**src/rtl/keyboard_action_scheduler.sv**
```systemverilog
// PS/2 make/break decoder feeding a held-key map, and a rate-limited
// round-robin scheduler that turns held keys into one-cycle gamepad key codes.
module keyboard_action_scheduler #(
    parameter int unsigned MOVE_PERIOD    = 500000,
    parameter int unsigned SHOOT_COOLDOWN = 5000000,
    parameter int unsigned CNT_W          = 24
) (
    input  logic       i_clk,
    input  logic       i_rst,
    input  logic [7:0] i_scan_code,
    input  logic       i_scan_valid,
    input  logic       i_game_active,
    output logic [7:0] o_key,
    output logic       o_key_valid,
    output logic [3:0] o_held,
    output logic       o_shoot_ready
);

    typedef enum logic [1:0] {P_IDLE, P_BRK, P_EXT, P_EXT_BRK} pstate_t;
    typedef enum logic {A_IDLE, A_GAP} astate_t;
    typedef enum logic [1:0] {RR_SHOOT, RR_GADGET, RR_MOVE} rr_t;
    typedef enum logic [1:0] {DIR_NONE, DIR_LEFT, DIR_RIGHT} dir_t;

    localparam logic [7:0] KEY_SHOOT  = 8'h1D;
    localparam logic [7:0] KEY_GADGET = 8'h1B;
    localparam logic [7:0] KEY_LEFT   = 8'h1C;
    localparam logic [7:0] KEY_RIGHT  = 8'h23;
    localparam logic [CNT_W-1:0] MOVE_RELOAD = CNT_W'(MOVE_PERIOD - 1);
    localparam logic [CNT_W-1:0] COOL_RELOAD = CNT_W'(SHOOT_COOLDOWN - 1);

    pstate_t          pstate_q, pstate_d;
    astate_t          astate_q, astate_d;
    rr_t              rr_q, rr_d;
    dir_t             dir_q, dir_d;
    logic [3:0]       held_q, held_d;
    logic             shoot_pend_q, shoot_pend_d;
    logic             gadget_pend_q, gadget_pend_d;
    logic             move_pend_q, move_pend_d;
    logic [CNT_W-1:0] move_tmr_q, move_tmr_d;
    logic [CNT_W-1:0] cool_q, cool_d;
    logic [7:0]       key_q, key_d;
    logic             key_valid_q, key_valid_d;

    logic       is_make, is_break, ext_byte;
    logic [3:0] key_mask;
    logic       up_make, down_make;
    logic       grant_s, grant_g, grant_m;
    logic       elig_s;
    dir_t       dir_new;

    // Held-map bit for a key byte: {up, down, left, right}.
    function automatic logic [3:0] map_key(input logic [7:0] code, input logic ext);
        logic [3:0] m;
        m = '0;
        if (ext) begin
            case (code)
                8'h75:   m = 4'b1000;
                8'h72:   m = 4'b0100;
                8'h6B:   m = 4'b0010;
                8'h74:   m = 4'b0001;
                default: m = '0;
            endcase
        end else begin
            case (code)
                8'h1D:   m = 4'b1000;
                8'h1B:   m = 4'b0100;
                8'h1C:   m = 4'b0010;
                8'h23:   m = 4'b0001;
                default: m = '0;
            endcase
        end
        return m;
    endfunction

    function automatic dir_t dir_of(input logic [3:0] held);
        dir_t d;
        d = DIR_NONE;
        if (held[1] && !held[0]) d = DIR_LEFT;
        else if (held[0] && !held[1]) d = DIR_RIGHT;
        return d;
    endfunction

    always_comb begin
        pstate_d = pstate_q;
        is_make  = 1'b0;
        is_break = 1'b0;
        ext_byte = 1'b0;
        if (i_scan_valid) begin
            pstate_d = P_IDLE;
            case (pstate_q)
                P_IDLE: begin
                    if (i_scan_code == 8'hF0)      pstate_d = P_BRK;
                    else if (i_scan_code == 8'hE0) pstate_d = P_EXT;
                    else                           is_make  = 1'b1;
                end
                P_BRK: begin
                    if (i_scan_code == 8'hE0) pstate_d = P_EXT_BRK;
                    else                      is_break = 1'b1;
                end
                P_EXT: begin
                    ext_byte = 1'b1;
                    if (i_scan_code == 8'hF0) pstate_d = P_EXT_BRK;
                    else                      is_make  = 1'b1;
                end
                default: begin
                    ext_byte = 1'b1;
                    is_break = 1'b1;
                end
            endcase
        end
        key_mask = map_key(i_scan_code, ext_byte);
        held_d   = held_q;
        if (is_make)  held_d = held_q | key_mask;
        if (is_break) held_d = held_q & ~key_mask;
        up_make   = is_make && key_mask[3] && !held_q[3];
        down_make = is_make && key_mask[2] && !held_q[2];
    end

    always_comb begin
        astate_d = astate_q;
        rr_d     = rr_q;
        key_d    = '0;
        grant_s  = 1'b0;
        grant_g  = 1'b0;
        grant_m  = 1'b0;
        elig_s   = shoot_pend_q && (cool_q == '0);
        if (!i_game_active) begin
            astate_d = A_IDLE;
        end else if (astate_q == A_GAP) begin
            astate_d = A_IDLE;
        end else begin
            case (rr_q)
                RR_SHOOT: begin
                    if (elig_s)             grant_s = 1'b1;
                    else if (gadget_pend_q) grant_g = 1'b1;
                    else if (move_pend_q)   grant_m = 1'b1;
                end
                RR_GADGET: begin
                    if (gadget_pend_q)    grant_g = 1'b1;
                    else if (move_pend_q) grant_m = 1'b1;
                    else if (elig_s)      grant_s = 1'b1;
                end
                default: begin
                    if (move_pend_q)        grant_m = 1'b1;
                    else if (elig_s)        grant_s = 1'b1;
                    else if (gadget_pend_q) grant_g = 1'b1;
                end
            endcase
            if (grant_s) begin
                key_d = KEY_SHOOT;
                rr_d  = RR_GADGET;
            end else if (grant_g) begin
                key_d = KEY_GADGET;
                rr_d  = RR_MOVE;
            end else if (grant_m) begin
                key_d = (dir_q == DIR_LEFT) ? KEY_LEFT : KEY_RIGHT;
                rr_d  = RR_SHOOT;
            end
            if (grant_s || grant_g || grant_m) astate_d = A_GAP;
        end
        key_valid_d = (key_d != 8'h00);
    end

    // Direction follows the next held map so a fresh step costs no extra cycle;
    // forcing NONE while inactive makes re-activation count as a new transition.
    always_comb begin
        dir_new       = i_game_active ? dir_of(held_d) : DIR_NONE;
        dir_d         = dir_new;
        shoot_pend_d  = i_game_active && ((shoot_pend_q && !grant_s) || up_make);
        gadget_pend_d = i_game_active && ((gadget_pend_q && !grant_g) || down_make);
        move_pend_d   = move_pend_q && !grant_m;
        move_tmr_d    = move_tmr_q;
        if (dir_new == DIR_NONE) begin
            move_pend_d = 1'b0;
            move_tmr_d  = '0;
        end else if (dir_new != dir_q || move_tmr_q == '0) begin
            move_pend_d = 1'b1;
            move_tmr_d  = MOVE_RELOAD;
        end else begin
            move_tmr_d = move_tmr_q - CNT_W'(1);
        end
        cool_d = cool_q;
        if (grant_s)              cool_d = COOL_RELOAD;
        else if (cool_q != '0)    cool_d = cool_q - CNT_W'(1);
    end

    always_ff @(posedge i_clk) begin
        if (i_rst) begin
            pstate_q      <= P_IDLE;
            astate_q      <= A_IDLE;
            rr_q          <= RR_SHOOT;
            dir_q         <= DIR_NONE;
            held_q        <= '0;
            shoot_pend_q  <= 1'b0;
            gadget_pend_q <= 1'b0;
            move_pend_q   <= 1'b0;
            move_tmr_q    <= '0;
            cool_q        <= '0;
            key_q         <= '0;
            key_valid_q   <= 1'b0;
        end else begin
            pstate_q      <= pstate_d;
            astate_q      <= astate_d;
            rr_q          <= rr_d;
            dir_q         <= dir_d;
            held_q        <= held_d;
            shoot_pend_q  <= shoot_pend_d;
            gadget_pend_q <= gadget_pend_d;
            move_pend_q   <= move_pend_d;
            move_tmr_q    <= move_tmr_d;
            cool_q        <= cool_d;
            key_q         <= key_d;
            key_valid_q   <= key_valid_d;
        end
    end

    assign o_key         = key_q;
    assign o_key_valid   = key_valid_q;
    assign o_held        = held_q;
    assign o_shoot_ready = (cool_q == '0);

endmodule

```
**config.mk**
```make
export PLATFORM = sky130hd
export DESIGN_NAME = keyboard_action_scheduler
export DESIGN_NICKNAME = d
export VERILOG_FILES = /design/src/rtl/keyboard_action_scheduler.sv
export SDC_FILE = /design/constraint.sdc
export NUM_CORES = 1
export LEC_CHECK = 0
export CAP_MARGIN = 10
export CORE_MARGIN = 2
export CORE_UTILIZATION = 53
export CTS_BUF_LIST = sky130_fd_sc_hd__clkbuf_8
export CTS_CLUSTER_DIAMETER = 50
export DETAILED_ROUTE_END_ITERATION = 16
export PLACE_DENSITY = 0.72
export SLEW_MARGIN = 0
export SYNTH_ARGS = -nofsm -noshare
export SYNTH_HDL_FRONTEND = slang
export SYNTH_SLANG_ARGS = --single-unit
```
**constraint.sdc**
```tcl
create_clock -name i_clk -period 3.1 [get_ports i_clk]
set_input_delay 0.62 -clock i_clk [delete_from_list [all_inputs] [get_ports i_clk]]
set_output_delay 0.62 -clock i_clk [all_outputs]
set_load 0.01 [all_outputs]
```
# --- Word-level counts from Yosys, hierarchy flattened ---
# Index checks and enable logic that the tools add are counted.
totals:
  inputBits: 12
  ff_bits: 71
  out_inout_bits: 14
op_classes:
  mux: 60
  n_eq_ne: 15
  reduce_logical: 41
  add_sub_neg: 2
  n_bitwise: 5
ops:
  columns: ["operator", "n"]
  rows:
  - ["$logic_not 24->1", 2]
  - ["$sub 24x1->24 const B", 2]
  - ["$mux 23", 2]
  - ["$mux 6", 6]
  - ["$eq 8x7->1 const B", 4]
  - ["$pmux 4 s4", 2]
  - ["$mux 1", 30]
  - ["$eq 8x5->1 const B", 3]
  - ["$reduce_bool 24->1", 1]
  - ["$mux 2", 10]
  - ["$mux 19", 1]
  - ["$eq 8x8->1 const B", 2]
  - ["$logic_and 1x1->1", 12]
  - ["$mux 4", 3]
  - ["$pmux 1 s2", 5]
  - ["$eq 8x6->1 const B", 1]
  - ["$reduce_bool 8->1", 1]
  - ["$reduce_or 2->1", 4]
  - ["$logic_not 1->1", 7]
  - ["$eq 2x1->1 const B", 3]
  - ["$logic_not 2->1", 3]
  - ["$pmux 2 s3", 1]
  - ["$reduce_or 3->1", 2]
  - ["$logic_or 1x1->1", 5]
  - ["other kinds (9)", 11]

# --- Longest topological paths before layout ---
depth:
  depth_word: 16
  mapped_depth: 9

# --- Least setup slack after synthesis ---
# OpenSTA, ideal clock, no wires.
synth_timing:
  kind: "input-to-reg"
  start: "input port i_scan_code[0]"
  end: "register move_pend_q"
  t_arrival_ns: 2.707
  slack_ns: 0.247
  t_required_ns: 2.955
  n_path_buf: 1
  cell_stages: 8
  setup_time_ns: 0.145
  cell_sequence: "or4b_1 -> o311ai_4 -> a21oi_1 -> a2bb2oi_1 -> nor4b_1 -> or2_2 -> clkbuf_1 -> a41oi_1"
synth_between:
  elab_chain_len: 15
synth_lines:
  columns: ["item", "line_no", "source"]
  rows:
  - ["start: declaration", "10", "input logic [7:0] i_scan_code,"]
  - ["$eq 8x8->1", "93, 97", null]
  - ["$mux 1", "93, 97", null]
  - ["$mux 1", "92", "if (i_scan_code == 8'hF0) pstate_d = P_BRK;"]
  - ["$pmux 1 s2", "90", "case (pstate_q)"]
  - ["$mux 1", "88", "if (i_scan_valid) begin"]
  - ["$mux 4", "113", "if (is_make) held_d = held_q | key_mask;"]
  - ["$mux 4 (*)", "114", "if (is_break) held_d = held_q & ~key_mask;"]
  - ["$logic_not 1->1", "79", "else if (held[0] && !held[1]) d = DIR_RIGHT;"]
  - ["$logic_and 1x1->1", "79", null]
  - ["$mux 2", "79", null]
  - ["$mux 2 (*)", "78", "if (held[1] && !held[0]) d = DIR_LEFT;"]
  - ["$mux 2 (*)", "167", "dir_new = i_game_active ? dir_of(held_d) : DIR_NONE;"]
  - ["$ne 2x2->1", "176", "end else if (dir_new != dir_q || move_tmr_q == '0) begin"]
  - ["$logic_or 1x1->1", "176", null]
  - ["$mux 1", "176", null]
  - ["end signal: assignment", "209", "move_pend_q <= move_pend_d;"]
  - ["end: declaration", "38", "logic move_pend_q, move_pend_d;"]
# Every way passes the cells marked *; elsewhere a longest branch is shown, timed or not. The select of a mux whose other input is x is not followed.
# A chain may end at the register's enable or synchronous reset.

# --- Final worst setup path ---
layout_timing:
  start: "register cool_q[2]"
  end: "output port o_shoot_ready"
layout_between:
  elab_chain_len: 1
layout_lines:
  columns: ["item", "line_no", "source"]
  rows:
  - ["start: declaration", "40", "logic [CNT_W-1:0] cool_q, cool_d;"]
  - ["start signal: assignment", "211", "cool_q <= cool_d;"]
  - ["$logic_not 24->1", "220", "assign o_shoot_ready = (cool_q == '0);"]
  - ["end: declaration", "16", "output logic o_shoot_ready"]
# Every way passes these cells.

==> impl_metrics.ini <==
[drt]
wire_per_inst_um = 13.9
post_drt_via_cell_ratio = 5.74
post-route-drc-count = 0
drt_iter0_drc = 173
met2_length_um = 3070
topRoutingLayerUsed = met4
finalWirelength_um = 7040
first_pass_iters = 4
vias = 2906
wl_met3_um = 381
met1_length_um = 3500
drt.antenna.violating_nets = 0

[synth]
synth-main-ff-cell = dfxtp_1
netlist_instances = 392
synth.largest_area_cell = dfxtp_1
synthTopCellsByArea = dfxtp_1 41%, a21oi_1 5.8%, xor2_1 5.8%, xnor2_1 5.5%, nor2_1 4.2%
synth.distinct_cells = 51
async_reset_ff_share_pct = 0
yosysWarnings = 0
syn_area_per_cell_um2 = 8.53
synth_seq_area_share_pct = 40.7
synth_top_area_share_pct = 40.7
ys_ff_latch = 68
syn_area_mm2 = 0.00334
synth_edf_count = 0

[power]
power_density_mw_per_mm2 = 639
clkPwrFrac_pct = 24.2
p_switching_mw = 0.851
swShare_pct = 34.2
p_int_mw = 1.64
comb_power_share_pct = 33.5
p_seq_share_pct = 42.3
p_leak_nw = 1.51
irDropWorstVdd_uv = 715

[sta]
finalCriticalPeriod_ns = 3.00
setup_viol_count_final = 0
maxSlewHeadroom_pct = 54.1
final.setup.worst_slack_ns = 0.0985
fin_crit_sh_pct = 96.8
worst_pin_slew_ns = 0.683
worst_clock_skew_ns = 0.00610
slew_violations = 0
whs_ns = 0.484
fin_tns_setup_ns = 0
fmax_ghz = 0.333
finalHoldViolCount = 0

[grt]
grt_pass1_wl_um = 12200
antenna_found_initial = 0
grt_pass1_vias = 2708
track_usage_pct = 21.4
overflow = 0
grt_max_degree = 21

[critical_path]
cp.arrival_ns = 2.38
cp-start-kind = register
required_ns = 2.48
endpoint_kind = output port
critPathKind = register to output port
critical_path.max_fanout = 5

[status]
outcome = finished clean

[die]
fp-row-count = 28
die_w_um = 83.4
start_util_pct = 55.5
io_pins = 26
die_h_um = 83.4
core_mm2 = 0.00603
dieArea_mm2 = 0.00696

[run]
drv_cap = 0

[clock_tree]
cts_buffers = 9
clk_pin_slew_worst_paths_ns = 0.07
clkLatencyLatePin_ns = 0.34
clockBufferDepth = 2
post-cts-setup-buffers = 0
cts_tree = built
cts.sinks = 68
htreeDepth = 3
cts_root_buf = clkbuf_8

[cells_and_area]
layout-drive-gt1-share_pct = 10.2
final_nets = 443
diodes = 0
postLayoutCoreUtil_pct = 64.7
layout_commonest_cell = dfxtp_1
fillers = 536
final_cell_mix = 68 x dfxtp_1, 39 x a21oi_1, 37 x nor2_1
area_growth_pct = 16.5

[placement]
port_buffers = 23
place_ws_ns = -0.266
place_congestion = 0.879
place.detailed.hpwl_um = 5020

[worst_hold_path]
hold_path.class = register to register
layout make-up:
type	count	area, µm²	share of cell area (%)
Clock buffer	10	138	3.53
Clock inverter	4	18.8	0.482
Inverter	14	52.6	1.35
Multi-Input combinational cell	291	1850	47.4
Sequential cell	68	1360	34.9
Tap cell	75	93.8	2.41
Timing Repair Buffer	44	388	9.95
power groups by stage:
stage | registers, mW | clock network [mW] | logic, mW
final | 1.05 | 0.601 | 0.834
after global routing | 1.07 | 0.657 | 0.957
after CTS | 1.05 | 0.613 | 0.824
after detailed placement | 1.07 | 0 | 0.819
after global placement | 1.07 | 0 | 0.800
after floorplan | 1.05 | 0 | 0.643
sequential cells by signal (all words and copies together), names as in the netlist:
register       count
dir_q              2
rr_q               2
o_held             4
move_tmr_q        24
move_pend_q        1
gadget_pend_q      1
pstate_q           2
o_key_valid        1
o_key              5
astate_q           1
shoot_pend_q       1
cool_q            24
cell usage after synthesis, types with 10 or more instances:
library cell and count:
a21oi_1 39, clkbuf_1 11, dfxtp_1 68, inv_1 14
nand2_1 25, nand3_1 10, nand4_1 17, nor2_1 37
nor3_1 19, nor4_1 11, xnor2_1 21, xor2_1 22
cells by family after synthesis:
group	count (synthesis)	share of synthesized area, %
multiplexers	1	0.299
XOR/XNOR	43	11.3
adder cells (fa/ha/maj)	3	1.12
flip-flops	68	40.7
AO/OA/AOI/OAI	74	14.2
buffers and inverters	34	4.71
AND/OR/NAND/NOR	168	27.6
other	1	0.112
stage by stage:
step | instances | instance area (µm²) | power (mW)
after global placement | 492 | 3720 | 1.87
after CTS | 506 | 3880 | 2.49
after detailed placement | 492 | 3720 | 1.89
after global routing | 506 | 3900 | 2.68
final | 506 | 3900 | 2.49
after floorplan | 393 | 3350 | 1.70
per-layer routing:
| layer | global-route usage [%] | vias up |
|---|---|---|
| li1 | - | 1472 |
| met1 | 29.9 | 1352 |
| met2 | 31.8 | 72 |
| met3 | 6.96 | 10 |
| met4 | 6.30 | 0 |
| met5 | 0 | - |
final timing paths:
path | cells after the start | start | to | slack [ns]
min | 2 | cool_q[15]$_SDFFE_PP0P_ | cool_q[15]$_SDFFE_PP0P_ | 0.48
max | 4 | cool_q[2]$_SDFFE_PP0P_ | o_shoot_ready | 0.1
max reg2reg | 5 | move_tmr_q[11]$_SDFF_PP0_ | move_tmr_q[17]$_SDFF_PP0_ | 0.14
min reg2reg | 2 | cool_q[15]$_SDFFE_PP0P_ | cool_q[15]$_SDFFE_PP0P_ | 0.48
critical path, cell delays in order, from the launching register on:
cell	delay (ns)
dfxtp_1	0.36
or4_1	0.65
or3_1	0.37
nor2_1	0.13
clkdlybuf4s50_1	0.54
timing repair:
action / 4_1_cts / 5_1_grt
setup endpoints to repair: 0 / 21
hold buffers: 0 / 0
gates resized for setup: 0 / 4
Power figures use the tool's default switching activity.
